`src/rtl/seg_scan_n.sv`:
```
`default_nettype none
// ============================================================================
// seg_scan_n : multiplexed 7-segment scan driver (prescaled scan, dp, blank, blink, polarity)
// Revision   : 1.0
// ============================================================================
module seg_scan_n #(
  parameter int DIGITS         = 4,
  parameter int SCAN_DIV       = 262144,
  parameter int BLINK_TICKS    = 48,
  parameter int SEG_ACTIVE_LOW = 0,
  parameter int POS_ACTIVE_LOW = 0
) (
  input  logic                  clk,
  input  logic                  rst_n,
  input  logic                  en,
  input  logic [4*DIGITS-1:0]   data,
  input  logic [DIGITS-1:0]     dp,
  input  logic [DIGITS-1:0]     blank,
  input  logic [DIGITS-1:0]     blink,
  output logic [DIGITS-1:0]     pos,
  output logic [7:0]            seg,
  output logic                  frame
);

  localparam int PW = $clog2(SCAN_DIV);
  localparam int IW = $clog2(DIGITS);
  localparam int BW = (BLINK_TICKS > 1) ? $clog2(BLINK_TICKS) : 1;

  localparam logic [PW-1:0] c_presc_last = PW'(SCAN_DIV - 1);
  localparam logic [IW-1:0] c_idx_first  = IW'(DIGITS - 1);
  localparam logic [BW-1:0] c_blink_last = BW'(BLINK_TICKS - 1);

  logic [PW-1:0]     r_presc;
  logic [IW-1:0]     r_idx;
  logic [BW-1:0]     r_bcnt;
  logic              r_phase;
  logic [DIGITS-1:0] r_pos;
  logic [7:0]        r_seg;
  logic              r_frame;

  logic              w_tick;
  logic [IW-1:0]     w_idx_nxt;
  logic [3:0]        w_nib;
  logic [6:0]        w_glyph;
  logic              w_dark;

  assign w_tick    = en && (r_presc == c_presc_last);
  assign w_idx_nxt = (r_idx == '0) ? c_idx_first : r_idx - 1'b1;
  assign w_nib     = data[4*w_idx_nxt +: 4];
  // The blink phase used is the one in force before this tick's toggle.
  assign w_dark    = blank[w_idx_nxt] | (blink[w_idx_nxt] & r_phase);

  always_comb begin
    w_glyph = 7'h40;
    case (w_nib)
      4'd0:    w_glyph = 7'h3F;
      4'd1:    w_glyph = 7'h06;
      4'd2:    w_glyph = 7'h5B;
      4'd3:    w_glyph = 7'h4F;
      4'd4:    w_glyph = 7'h66;
      4'd5:    w_glyph = 7'h6D;
      4'd6:    w_glyph = 7'h7D;
      4'd7:    w_glyph = 7'h07;
      4'd8:    w_glyph = 7'h7F;
      4'd9:    w_glyph = 7'h6F;
      4'd10:   w_glyph = 7'h01;
      4'd11:   w_glyph = 7'h08;
      default: w_glyph = 7'h40;
    endcase
  end

  always_ff @(posedge clk or negedge rst_n) begin
    if (!rst_n) begin
      r_presc <= '0;
      r_idx   <= '0;
      r_bcnt  <= '0;
      r_phase <= 1'b0;
      r_pos   <= '0;
      r_seg   <= 8'h00;
      r_frame <= 1'b0;
    end else if (!en) begin
      r_pos   <= '0;
      r_seg   <= 8'h00;
      r_frame <= 1'b0;
    end else begin
      r_frame <= 1'b0;
      if (w_tick) begin
        r_presc <= '0;
        r_idx   <= w_idx_nxt;
        // pos and seg load together so a digit never shows another's glyph
        r_pos   <= DIGITS'(1) << w_idx_nxt;
        r_seg   <= w_dark ? 8'h00 : {dp[w_idx_nxt], w_glyph};
        r_frame <= (w_idx_nxt == c_idx_first);
        if (r_bcnt == c_blink_last) begin
          r_bcnt  <= '0;
          r_phase <= ~r_phase;
        end else begin
          r_bcnt  <= r_bcnt + 1'b1;
        end
      end else begin
        r_presc <= r_presc + 1'b1;
      end
    end
  end

  assign pos   = (POS_ACTIVE_LOW != 0) ? ~r_pos : r_pos;
  assign seg   = (SEG_ACTIVE_LOW != 0) ? ~r_seg : r_seg;
  assign frame = r_frame;

endmodule
`default_nettype wire

```
`config.mk`:
```
export PLATFORM = sky130hd
export DESIGN_NAME = seg_scan_n
export DESIGN_NICKNAME = d
export VERILOG_FILES = /design/src/rtl/seg_scan_n.sv
export SDC_FILE = /design/constraint.sdc
export NUM_CORES = 1
export LEC_CHECK = 0
export CORE_ASPECT_RATIO = 1.4
export CORE_MARGIN = 5
export CORE_UTILIZATION = 45
export CTS_BUF_LIST = sky130_fd_sc_hd__clkbuf_4
export DETAILED_ROUTE_END_ITERATION = 7
export GPL_TIMING_DRIVEN = 0
export PLACE_DENSITY = 0.76
export SLEW_MARGIN = 0
export SYNTH_ARGS = -nofsm -noshare
export SYNTH_HDL_FRONTEND = slang
export SYNTH_SLANG_ARGS = --single-unit
```
`constraint.sdc`:
```
create_clock -name clk -period 3.1 [get_ports clk]
set_input_delay 0.62 -clock clk [delete_from_list [all_inputs] [get_ports clk]]
set_output_delay 0.62 -clock clk [all_outputs]
set_load 0.02 [all_outputs]
```
# Yosys cells after proc, flatten, opt, wreduce, memory -nomap -nowiden

Memory sizes are Yosys's and may differ from the RTL's.
Index checks and enable logic that the tools add are counted.

Order comparisons: 1
Muxes and demuxes: 16
Add/subtract/negate cells: 3
Bitwise logic cells: 3
Shift operators: 2
Reductions and logical operators: 4
Equality and inequality tests: 4

Operators by type and width:

| cell                                                                          | count |
|---|---|
| 8-bit two-way mux                                                             | 3 |
| 18-bit by 1-bit adder with 18-bit output (second input constant)              | 1 |
| 18-bit equality test (second input constant)                                  | 1 |
| 18-bit two-way mux                                                            | 1 |
| 16-bit by 5-bit variable part select with 4-bit output                        | 1 |
| 4-bit two-way mux                                                             | 2 |
| 6-bit by 1-bit adder with 6-bit output (second input constant)                | 1 |
| 1-bit binary-select mux with 2-bit select                                     | 3 |
| 6-bit equality test (second input constant)                                   | 1 |
| 6-bit two-way mux                                                             | 1 |
| 1-bit two-way mux                                                             | 5 |
| 1-bit by 2-bit << shifter with 4-bit output (first input constant)            | 1 |
| 2-bit by 3-bit less-than comparator with 1-bit output (second input constant) | 1 |
| 3-bit AND reduction                                                           | 1 |
| 2-bit equality test (second input constant)                                   | 1 |
| 2-bit zero test                                                               | 1 |
| 2-bit two-way mux                                                             | 1 |
| 2-bit by 1-bit inequality test with 1-bit output (second input constant)      | 1 |
| 2-bit AND reduction                                                           | 1 |
| 2-bit by 1-bit subtractor with 2-bit output (second input constant)           | 1 |
| 1-bit bitwise AND                                                             | 1 |
| 1-bit logical AND                                                             | 1 |
| 1-bit inverter                                                                | 1 |
| 1-bit OR                                                                      | 1 |

Memories: 1
Bits of input ports: 31
Word-level logic and storage cells: 41
Output and inout port bits: 13
Register bits after elaboration: 40
ROM bits: 112

Memories:

| memory           | depth | bits a word | rd ports | clocked after memory_dff | write ports | RTL line | source |
|---|---|---|---|---|---|---|---|
| (name not given) | 16    | 7           | 1        | 0                        | 0           | 55       | `case (w_nib)` |

# Depth between registers and ports, before layout

Word-level depth: 9
Mapped depth: 12
Depth with buffers taken out: 10

# Worst setup path before layout

OpenSTA, ideal clock, no wires.

Path kind: register to register
From: register r_idx[0]
To: register r_seg[3] (netlist: seg[3])
Stages on the path, launching flop included: 10
Path buffers: 2
Arrival time: 2.377 ns
Period minus slack after synthesis: 2.481 ns
Setup slack: 0.619 ns
Required time: 2.996 ns
Setup time: 0.104 ns
Cell sequence: dfrtp_1 buf_6 inv_1 ha_1 nor2b_1 buf_6 mux4_2 ha_1 or4_1 o311ai_1

Cells in the longest elaborated chain, start to end: 9
Elaborated cells between the ends (all ways): 14
Those cells by class: add/sub: 1; shift: 1; mux: 8; bitwise: 2; reduce/logical: 1; memory: 1

Ends and longest elaborated chain:

| what                                                                           | RTL line | source |
|---|---|---|
| start, declared                                                                | 34       | `logic [IW-1:0] r_idx;` |
| start signal, assigned                                                         | 89       | `r_idx <= w_idx_nxt;` |
| 2-bit by 1-bit subtractor with 2-bit output or 2-bit zero test (tied branches) | 48       | `assign w_idx_nxt = (r_idx == '0) ? c_idx_first : r_idx - 1'b1;` |
| 2-bit two-way mux (*)                                                          | 48       |  |
| branches (longest 4 deep; another with memory read 16 x 7 bit)                 | n/a      |  |
| 8-bit two-way mux (*)                                                          | 92       | `r_seg <= w_dark ? 8'h00 : {dp[w_idx_nxt], w_glyph};` |
| 8-bit two-way mux (*)                                                          | 87       | `if (w_tick) begin` |
| 8-bit two-way mux (*)                                                          | 81       | `end else if (!en) begin` |
| end signal, assigned                                                           | 92       |  |
| end, declared                                                                  | 38       | `logic [7:0] r_seg;` |

Mark *: on every way between the ends. The select of a mux whose other input is x is not followed.
A chain may end at the register's enable or synchronous reset.

# Final worst setup path

Ends and elaborated chain as after synthesis.

==> flow_summary_export.csv <==
group,metric,value,unit
layout,syn2layout_area_growth,25.0,%
critical_path,crit_type,"flip-flop to flip-flop",
status,outcome,"complete, no violations",
place,hpwl,3750,um
layout,design_area,2810,um^2
place,placed_area,2750,um^2
clock_network,clock_latency,0.36,ns
grt,antenna_found_initial,0,
pwr,p_total,1.01,mW
layout,final_cell_mix,"clkdlybuf4s50_1 (42), dfrtp_1 (40), nand2_1 (29)",
drt,drtIter0Drc,60,
timing,tightestPinTransition,0.887,ns
drt,vias_per_cell,5.45,
timing,finalClockSkew,0.0168,ns
place,io_buffers,43,
floorplan,initial_core_util,0.463,
layout,final_util,0.579,
pwr,p_leak,1.25,nW
timing,hold_violations,0,
floorplan,core_area,4840,um^2
clock_network,cts_buffers,5,
clock_network,clock_path_buffers,2,
clock_network,cts_resized,0,
timing,timing.fmax,0.364,GHz
floorplan,fp.dieW,69.7,um
pwr,ir_drop,0.000182,V
place,place_ws,0.270,ns
min_path,hold_class,"primary input to async pin",
timing,setup-violations-final,0,
grt,grtUsageTotal,0.157,
grt,grt_pass1_wl,8190,um
clock_network,path_clk_slew,0.12,ns
grt,grt_max_degree,41,
layout,fillers,392,
critical_path,path_max_fanout,10,
layout,final_common_cell,"clkdlybuf4s50_1",
timing,layout_setup_ws,0.355,ns
pwr,power-per-cell-area,358,nW/um^2
yosys,avgSynthCellArea,10.5,um^2
timing,maxSlewHeadroom,0.409,
clock_network,cts_max_level,2,
clock_network,cts_hold_buf,0,
place,place.gp.congestion,0.826,
drt,postRouteWirelength,4710,um
layout,diodes,0,
yosys,synth.ff_latch_count,40,
critical_path,critical_path_required,3.37,ns
drt,dr_total_vias,1786,
grt,grt_pass1_vias,1881,
yosys,synth_nets,256,
drt,firstDrtPassIters,4,
critical_path,crit_path_end_kind,"flip-flop",
drt,post-route-drc-count,0,
yosys,synth-edff-count,0,
critical_path,cp-start-kind,"flip-flop",
timing,rsz0062_at_grt,"no",
floorplan,num_rows,30,
clock_network,root_buffer,"clkbuf_4",
yosys,ys_warn_count,0,
timing,setup_tns,0,ns
layout,nNetsFinal,306,
layout,drive_gt1_frac,0.0909,
floorplan,io_pins,44,
timing,drv_slew,0,
floorplan,die-area,6520,um^2
timing,finalCriticalPeriod,2.75,ns
yosys,synth_cell_types,48,
grt,grt.overflow.total,0,
clock_network,post-cts-setup-buffers,0,
timing,finalCritPeriodShare,0.886,
yosys,synth_seq_area_share,0.446,
clock_network,cts.sink_count,40,
yosys,synthCells,213,
floorplan,die_h,93.5,um
yosys,synthArstFlopShare,1.00,
drt,drt-wirelength-per-cell,14.4,um
drt,ant_nets,0,
yosys,synthesis.area,2240,um^2
clock_network,cts_tree,"yes",
critical_path,arrival,3.01,ns
job,maxCapViolCount,0,
yosys,synth_ff_type,"dfrtp_1",
## cells by family after synthesis
kind of cell	after synthesis	share of synthesized area
simple gates	82	0.191
flops	40	0.446
compound gates	35	0.110
buf+inv	17	0.0357
xor+xnor	15	0.0586
mux	12	0.0915
fa+ha+maj	12	0.0669
## layer usage
layer,wire length [um],part of all wire,up-vias,track usage
met5,0,0,-,0
met4,82,0.017,0,0.0639
met3,282,0.060,7,0.0376
met2,2570,0.54,52,0.307
met1,1780,0.38,867,0.157
li1,-,-,860,-
## synthesized netlist by cell type (all sizes together) (4+ instances only)
library cell,count,area share
xnor2,11,0.043
nor3,4,0.0089
a22o,6,0.023
nand3,10,0.025
o21ai,12,0.027
inv,11,0.018
nand2,29,0.049
and3,5,0.014
ha,12,0.067
xor2,4,0.016
mux4,6,0.062
nor2,12,0.020
nand4,6,0.020
mux2i,4,0.018
a21o,4,0.013
dfrtp,40,0.45
## per-stage QoR
stage	hold WS, ns	cells
6_report	0.368	328
5_1_grt	0.432	328
4_1_cts	0.404	328
3_5_place_dp	0.464	320
3_3_place_gp	0.456	320
2_1_floorplan	0.324	213
## state kept, by name, indices dropped and copies added, names as in the netlist
signal / flops
r_presc: 18
seg: 8
r_bcnt: 6
pos: 4
r_idx: 2
frame: 1
r_phase: 1
## critical path, stage by stage (launching register included)
cell	delay [ns]
dfrtp_1	0.42
buf_6	0.16
inv_1	0.08
ha_1	0.34
clkbuf_1	0.38
mux4_2	0.45
ha_1	0.22
or4_1	0.51
o311ai_1	0.09
## report_power, final
part | total [mW] | internal (mW) | switching, mW
registers | 0.599 | 0.555 | 0.0442
logic | 0.135 | 0.0742 | 0.0606
clock network | 0.271 | 0.0952 | 0.176
total | 1.01 | 0.724 | 0.281
## worst paths after layout
check	cells past startpoint	slack, ns	start	to
max	8	0.35	r_idx[0]$_DFFE_PN0P_	seg[3]$_DFFE_PN0P_
min	1	0.37	rst_n	r_presc[4]$_DFFE_PN0P_
max reg2reg	8	0.35	r_idx[0]$_DFFE_PN0P_	seg[3]$_DFFE_PN0P_
min reg2reg	1	0.48	r_presc[16]$_DFFE_PN0P_	r_presc[16]$_DFFE_PN0P_
max in group asynchronous	1	2.16	rst_n	r_presc[14]$_DFFE_PN0P_
min in group clk	1	0.48	r_presc[16]$_DFFE_PN0P_	r_presc[16]$_DFFE_PN0P_
## layout make-up
type / instances / area [um^2] / share of cell area
inverters: 11 / 41.3 / 0.0147
multi-input cells: 156 / 1160 / 0.414
clock buffers: 6 / 45.0 / 0.0161
clock inverters: 2 / 11.3 / 0.00401
repair buffers: 43 / 425 / 0.152
plain buffers: 6 / 38.8 / 0.0138
flip-flops and latches: 40 / 1000 / 0.357
well taps: 64 / 80.1 / 0.0285
Note: power is estimated with default switching activity, not from simulation.
